[src/rtl/shifter_pkg.sv]
// Shared encodings for the pipelined barrel shifter: mode/direction codes and
// the per-stage control bundle carried down the pipe.
package shifter_pkg;

  localparam logic [1:0] MODE_LOGICAL = 2'd0;
  localparam logic [1:0] MODE_ARITH   = 2'd1;
  localparam logic [1:0] MODE_ROTATE  = 2'd2;

  localparam logic DIR_LEFT  = 1'b0;
  localparam logic DIR_RIGHT = 1'b1;

  typedef struct packed {
    logic       dir;
    logic [1:0] mode;
  } shift_ctl_t;

endpackage

[src/rtl/pipelined_barrel_shifter_shift_stage.sv]
// One combinational barrel-shifter rank: shifts by the constant DIST when en_i
// is set, otherwise passes data through untouched.
module shift_stage
  import shifter_pkg::*;
#(
  parameter int WIDTH = 8,
  parameter int DIST  = 1
) (
  input  logic             en_i,
  input  logic             dir_i,
  input  logic [1:0]       mode_i,
  input  logic [WIDTH-1:0] data_i,
  output logic [WIDTH-1:0] data_o
);

  logic [WIDTH-1:0] shl, shr, sar, rol, ror;

  always_comb begin
    shl = data_i << DIST;
    shr = data_i >> DIST;
    sar = {{DIST{data_i[WIDTH-1]}}, data_i[WIDTH-1:DIST]};
    rol = (data_i << DIST) | (data_i >> (WIDTH - DIST));
    ror = (data_i >> DIST) | (data_i << (WIDTH - DIST));
    data_o = data_i;
    if (en_i) begin
      // Arithmetic left and the reserved mode both fall through to logical.
      if (mode_i == MODE_ROTATE)
        data_o = (dir_i == DIR_RIGHT) ? ror : rol;
      else if (mode_i == MODE_ARITH && dir_i == DIR_RIGHT)
        data_o = sar;
      else
        data_o = (dir_i == DIR_RIGHT) ? shr : shl;
    end
  end

endmodule

[src/rtl/pipelined_barrel_shifter.sv]
// Pipelined barrel shifter: one register rank per shamt bit, valid/ready on both
// sides, whole pipe stalls together when the output is held.
module pipelined_barrel_shifter
  import shifter_pkg::*;
#(
  parameter int WIDTH   = 8,
  parameter int SHAMT_W = $clog2(WIDTH)
) (
  input  logic               clk,
  input  logic               rst_n,
  input  logic               in_valid,
  output logic               in_ready,
  input  logic [WIDTH-1:0]   in_data,
  input  logic [SHAMT_W-1:0] in_shamt,
  input  logic               in_dir,
  input  logic [1:0]         in_mode,
  output logic               out_valid,
  input  logic               out_ready,
  output logic [WIDTH-1:0]   out_data
);

  logic               advance;
  logic               vld_pipe [SHAMT_W+1];
  logic [WIDTH-1:0]   st_data  [SHAMT_W+1];
  logic [SHAMT_W-1:0] st_shamt [SHAMT_W];
  shift_ctl_t         st_ctl   [SHAMT_W];

  assign advance     = !vld_pipe[SHAMT_W] || out_ready;
  assign in_ready    = advance;
  assign vld_pipe[0] = in_valid;
  assign st_data[0]  = in_data;
  assign st_shamt[0] = in_shamt;
  assign st_ctl[0]   = '{dir: in_dir, mode: in_mode};
  assign out_valid   = vld_pipe[SHAMT_W];
  assign out_data    = st_data[SHAMT_W];

  for (genvar k = 0; k < SHAMT_W; k++) begin : g_st
    logic [WIDTH-1:0] shifted;
    logic [WIDTH-1:0] data_q;
    logic             vld_q;

    shift_stage #(.WIDTH(WIDTH), .DIST(1 << k)) u_stage (
      .en_i   (st_shamt[k][0]),
      .dir_i  (st_ctl[k].dir),
      .mode_i (st_ctl[k].mode),
      .data_i (st_data[k]),
      .data_o (shifted)
    );

    // Data only loads with a valid entry so out_data stays 0 until the first result.
    always_ff @(posedge clk or negedge rst_n) begin
      if (!rst_n) begin
        vld_q  <= 1'b0;
        data_q <= '0;
      end else if (advance) begin
        vld_q <= vld_pipe[k];
        if (vld_pipe[k]) data_q <= shifted;
      end
    end

    assign vld_pipe[k+1] = vld_q;
    assign st_data[k+1]  = data_q;

    // The last rank needs no control forward; remaining shamt bits shift down.
    if (k < SHAMT_W - 1) begin : g_ctl
      logic [SHAMT_W-1:0] shamt_q;
      shift_ctl_t         ctl_q;

      always_ff @(posedge clk or negedge rst_n) begin
        if (!rst_n) begin
          shamt_q <= '0;
          ctl_q   <= '0;
        end else if (advance && vld_pipe[k]) begin
          shamt_q <= st_shamt[k] >> 1;
          ctl_q   <= st_ctl[k];
        end
      end

      assign st_shamt[k+1] = shamt_q;
      assign st_ctl[k+1]   = ctl_q;
    end
  end

endmodule

[config.mk]
export PLATFORM = sky130hd
export DESIGN_NAME = pipelined_barrel_shifter
export DESIGN_NICKNAME = d
export VERILOG_FILES = /design/src/rtl/shifter_pkg.sv /design/src/rtl/pipelined_barrel_shifter_shift_stage.sv /design/src/rtl/pipelined_barrel_shifter.sv
export SDC_FILE = /design/constraint.sdc
export NUM_CORES = 1
export LEC_CHECK = 0
export ABC_AREA = 1
export BUFFER_PORTS_ARGS = -buffer_cell sky130_fd_sc_hd__buf_2
export CAP_MARGIN = 20
export CORE_MARGIN = 2
export CORE_UTILIZATION = 50
export DETAILED_ROUTE_END_ITERATION = 8
export GPL_ROUTABILITY_DRIVEN = 0
export PLACE_DENSITY_LB_ADDON = 0.05
export SKIP_CTS_REPAIR_TIMING = 1
export SLEW_MARGIN = 10
export SYNTH_ARGS = -nofsm -noshare
export SYNTH_HDL_FRONTEND = slang
export SYNTH_SLANG_ARGS = --single-unit
export TNS_END_PERCENT = 5
[constraint.sdc]
create_clock -name clk -period 1.03 [get_ports clk]
set_input_delay 0.2575 -clock clk [delete_from_list [all_inputs] [get_ports clk]]
set_output_delay 0.2575 -clock clk [all_outputs]
set_load 0.02 [all_outputs]
==> results of run 1 <==
[registers in the layout (all words and copies together) (netlist names)]
name,flops
out_data,8
out_valid,1
g_st.vld_q,2
g_st.g_ctl.shamt_q,3
g_st.data_q,16
g_st.g_ctl.ctl_q,6
[logic make-up after synthesis]
family          synth area share [%]
simple gates                    25.5
compound gates                  18.8
buf+inv                         9.28
flops                           46.4
[through the flow]
step                      total power, mW  hold WS (ns)  std cells
after floorplan                      4.12       -0.0381        249
after global placement               4.90         0.236        330
after detailed placement             4.93         0.236        330
after CTS                            6.02       -0.0723        337
after global routing                 6.70         0.169        339
final                                6.16         0.181        339
[layout by cell type, fill, tap and decap left out, types with 2 or more instances in the layout]
cell and instances:
nand2_4 2, nor2_2 3, o21ai_1 12, o211ai_1 6
o21ai_0 5, buf_12 4, nor2_1 23, nand2_1 74
clkbuf_8 7, buf_4 10, nand4_1 5, buf_2 25
inv_2 7, a21oi_2 12, buf_6 3, a21oi_1 25
inv_1 18, nand3_1 8, nand2_8 2, dfrtp_2 2
dfrtp_1 34
[final timing paths]
path	from	endpoint	slack, ns	depth (start not counted)
max	out_valid	out_valid	-0.18	2
min	in_shamt[2]	g_st[0].g_ctl.shamt_q[1]	0.18	3
max reg2reg	out_valid	out_data[6]	-0.10	6
min reg2reg	out_data[7]	out_data[7]	0.47	2
max in group asynchronous	rst_n	g_st[0].g_ctl.ctl_q[2]	0.37	3
min in group asynchronous	rst_n	g_st[1].data_q[7]	0.45	3
[cell type report]
cell class | count | area (um^2) | area share, %
Multi-Input combinational cell | 179 | 892 | 37.5
Clock buffer | 7 | 96.3 | 4.05
Sequential cell | 36 | 903 | 37.9
Timing Repair Buffer | 43 | 324 | 13.6
Tap cell | 48 | 60.1 | 2.52
Inverter | 26 | 105 | 4.41
[worst min-delay path, delay by kind of cell]
kind / cells / cell delay (ns)
buffers and inverters: 1 / 0.07
AOI/OAI and AO/OA: 1 / 0.06
and+or+nand+nor: 1 / 0.04
[power by group]
group | internal (mW) | total (mW) | switching, mW
clock | 0.595 | 1.07 | 0.473
combinational | 1.12 | 2.68 | 1.56
sequential | 1.97 | 2.42 | 0.443
total | 3.69 | 6.16 | 2.47
[metal layers]
metal  up-vias  part of all wire, %  global-route usage, %
met3         2                  3.7                   5.62
met2        35                   50                   36.3
li1        897                    -                      -
met1       759                   45                   24.9
met4         0                 0.73                   6.12
met5         -                    0                      0
==> flow_summary.ini, run 1 <==
[timing]
relSlewSlack_pct = 83.3
period_needed_ns = 1.21
hold_violations = 0
setup_tns_ns = -2.57
rsz0062_at_grt = yes
tightest_slew_ns = 0.250
setup_ws_ns = -0.184
max_freq_ghz = 0.824
finalSetupViolCount = 41
period_share_pct = 118
skew_ns = 0.00417
drv_slew = 0

[route]
wl_per_cell_um = 11.7
drc = 0
num_vias = 1693
vias_per_cell = 4.99
firstDrtPassIters = 4
antenna_left = 0
drt_iter0_markers = 112
wl_um = 3960

[logic_synthesis]
syn_inst = 249
syn_nets = 267
synth_common_cells = 75 x nand2_1, 36 x dfrtp_1, 26 x nor2_1
synth_most_common_cell = nand2_1
synth-edff-count = 0
postSynthAreaPerCell_um2 = 7.80
ys.flop_type = dfrtp_1
ys_top_cells_by_area = dfrtp_1 46%, nand2_1 14%, a21oi_1 6.4%
yosysWarnings = 0
ys_types = 16
async_flop_share_pct = 100
synth_top_cell_by_area = dfrtp_1
syn_area_mm2 = 0.00194
yosysTopAreaCellShare_pct = 46.4
ys_seq_elements = 36
seq_area_frac_synth_pct = 46.4

[layout]
final_cell_area_mm2 = 0.00238
area_delta_synth_final_pct = 22.6
diodes = 0
nNetsFinal = 309
fin_util_pct = 64.6
drive_above_1_share_pct = 27.5
fillers = 354

[grt]
grt_pass1_wl_um = 6940
antenna_found_initial = 0
grt_max_degree = 37
grt_remaining_overflow = 0
grt_usage_pct = 20.8
grt_pass1_vias = 1625

[setup_path]
startpoint_type = register
crit_family = flip-flops
max_stage_delay_ns = 0.43
worstPathMaxFanout = 2
cp.arrival_ns = 0.96
cp-end-kind = primary output
cp.required_ns = 0.77
path_buf_inv = 2
crit_type = register to primary output
path_cells = buf_6 -> buf_6
crit_path_top_delay_cell = dfrtp_2
path_common_cell = buf_6

[floorplanning]
rows = 22
core_mm2 = 0.00369
ios = 28
dieArea_mm2 = 0.00440
initial_core_util_pct = 52.6
die_w_um = 66.3
die_height_um = 66.3

[clock_network]
clock_path_buffers = 2
cts-root-buf = clkbuf_8
cts_buffers = 5
cts_tree = built
clock-sinks = 36
clkLatencyLatePin_ns = 0.28
cts_htree_levels = 2
clk_pin_slew_ns = 0.07

[status]
violations = setup timing
status = finished, violations left

[job]
maxCapViolCount = 0

[placed_design]
post-place-ws_ns = -0.0647
port_buffers = 27
placed_cell_area_mm2 = 0.00220
dp_hpwl_um = 2930

[power]
p_leak_nw = 1.17
ir_drop_v = 0.000981
p_per_area_mw_per_mm2 = 2590

[worst_hold_path]
hold_path.class = input port to register
Note: power is estimated with default switching activity, not from simulation.
==> run 2, diff against run 1 <==
--- a/config.mk
+++ b/config.mk
@@ -14,3 +14,3 @@
 export GPL_ROUTABILITY_DRIVEN = 0
-export PLACE_DENSITY_LB_ADDON = 0.05
+export PLACE_DENSITY = 0.72
 export SKIP_CTS_REPAIR_TIMING = 1
--- a/constraint.sdc
+++ b/constraint.sdc
@@ -3,2 +3,2 @@
 set_output_delay 0.2575 -clock clk [all_outputs]
-set_load 0.02 [all_outputs]
+set_load 0.1 [all_outputs]
==> run 2 against run 1 <==
Net effect:
- the flow still finishes with violations (setup timing)
- count of clock-buffer cells in the layout did not move
- fmax fell by 10%
- routed wire length up 0.28%
- first-iteration DRC count down 46%
- hold slack got worse by 0.0025 ns
- worst setup slack got worse by 0.14 ns
- power grew 27%
- critical endpoint is now in_ready
- largest cell class unchanged
==> flow_summary.ini, run 2 (synthesis gave the netlist of run 1 again) <==
[floorplanning]
die_height_um = 66.3
initial_core_util_pct = 52.6
ios = 28
dieArea_mm2 = 0.00440
die_w_um = 66.3
rows = 22
core_mm2 = 0.00369

[timing]
drv_slew = 0
setup_ws_ns = -0.320
skew_ns = 0.00174
hold_violations = 0
rsz0062_at_grt = yes
period_share_pct = 131
period_needed_ns = 1.35
max_freq_ghz = 0.741
tightest_slew_ns = 0.261
setup_tns_ns = -3.36
relSlewSlack_pct = 82.5
finalSetupViolCount = 41

[status]
violations = setup timing
status = finished, violations left

[clock_network]
cts_htree_levels = 2
clock_path_buffers = 2
cts-root-buf = clkbuf_8
cts_tree = built
clk_pin_slew_ns = 0.07
clock-sinks = 36
cts_buffers = 5
clkLatencyLatePin_ns = 0.28

[grt]
grt_remaining_overflow = 0
grt_pass1_wl_um = 7000
antenna_found_initial = 0
grt_max_degree = 37
grt_pass1_vias = 1601
grt_usage_pct = 21.1

[power]
clockPowerShare_pct = 13.6
p_int_mw = 4.14
ir_drop_v = 0.00100
swShare_pct = 47.1
pwr-share-comb_pct = 54.3
p_switching_mw = 3.69
p_per_area_mw_per_mm2 = 3100
p_leak_nw = 1.22
power_frac_seq_pct = 32.1

[route]
drt_iter0_markers = 60
wl_per_cell_um = 11.7
wl_um = 3970
firstDrtPassIters = 4
drc = 0
vias_per_cell = 5.05
antenna_left = 0
num_vias = 1718

[setup_path]
startpoint = out_valid
r2r_slack_ns = -0.14
startpoint_type = register
r2r_start = out_valid
cp.arrival_ns = 1.09
cp-endpoint = in_ready
worstPathMaxFanout = 5
crit_type = register to primary output
cp-end-kind = primary output
rr_endpoint = g_st[1].data_q[3]
rr_worst_depth = 5
cp.required_ns = 0.77

[layout]
final_cell_area_mm2 = 0.00253
diodes = 0
top_register = g_st.data_q
layout_commonest_cell = nand2_1
largest_reg_flops = 16
drive_above_1_share_pct = 28.1
nNetsFinal = 310
area_delta_synth_final_pct = 30.1
final_cell_mix = 73 x nand2_1, 35 x dfrtp_1, 23 x a21oi_1

[worst_hold_path]
hold_path.class = input port to register
hold_path_depth = 3

[placed_design]
dp_hpwl_um = 3010
port_buffers = 27
placed_cell_area_mm2 = 0.00237

[job]
maxCapViolCount = 0
run 2: stage by stage:
stage | utilization, % | cells | hold WS (ns) | worst slack (ns) | total power [mW]
CTS | 66.9 | 339 | -0.0718 | -0.343 | 7.78
global route | 68.5 | 340 | 0.183 | -0.352 | 8.32
detailed placement | 64.3 | 332 | 0.235 | -0.171 | 6.69
floorplan | - | 249 | -0.0381 | -0.370 | 5.25
finish | 68.5 | 340 | 0.178 | -0.320 | 7.83
global placement | 64.3 | 332 | 0.233 | -0.121 | 6.61
run 2: metal layers:
layer / share of wire [%] / vias up / global-route usage, %
met5: 0 / - / 0
met4: 2.6 / 0 / 11.0
met3: 2.5 / 7 / 3.07
met2: 51 / 30 / 37.1
met1: 44 / 788 / 24.6
li1: - / 893 / -
run 2: power by group through the flow:
| stage | Combinational [mW] | Sequential (mW) | Clock, mW |
|---|---|---|---|
| finish | 4.25 | 2.52 | 1.06 |
| global route | 4.57 | 2.59 | 1.16 |
| CTS | 4.19 | 2.50 | 1.09 |
| detailed placement | 4.17 | 2.53 | 0 |
| global placement | 4.10 | 2.51 | 0 |
| floorplan | 1.64 | 3.60 | 0 |
run 2: worst min-delay path by stage:
stage | to | startpoint | slack [ns]
floorplan | g_st[0].data_q[0] | rst_n | -0.04
global placement | out_data[1] | rst_n | 0.23
detailed placement | out_data[0] | rst_n | 0.24
CTS | out_data[1] | rst_n | -0.07
global route | g_st[0].g_ctl.shamt_q[0] | in_shamt[1] | 0.18
finish | g_st[0].g_ctl.shamt_q[0] | in_shamt[1] | 0.18
run 2: layout make-up:
| cell class | instances | area (um^2) |
|---|---|---|
| Timing Repair Buffer | 44 | 448 |
| Tap cell | 48 | 60.1 |
| Sequential cell | 36 | 905 |
| Inverter | 26 | 113 |
| Clock buffer | 7 | 96.3 |
| Multi-Input combinational cell | 179 | 905 |
| Fill cell | 288 | 1160 |
run 2: critical path, cell delays in order, from the launching register on:
cell	delay (ns)
dfrtp_4	0.51
nand2_8	0.11
buf_12	0.18
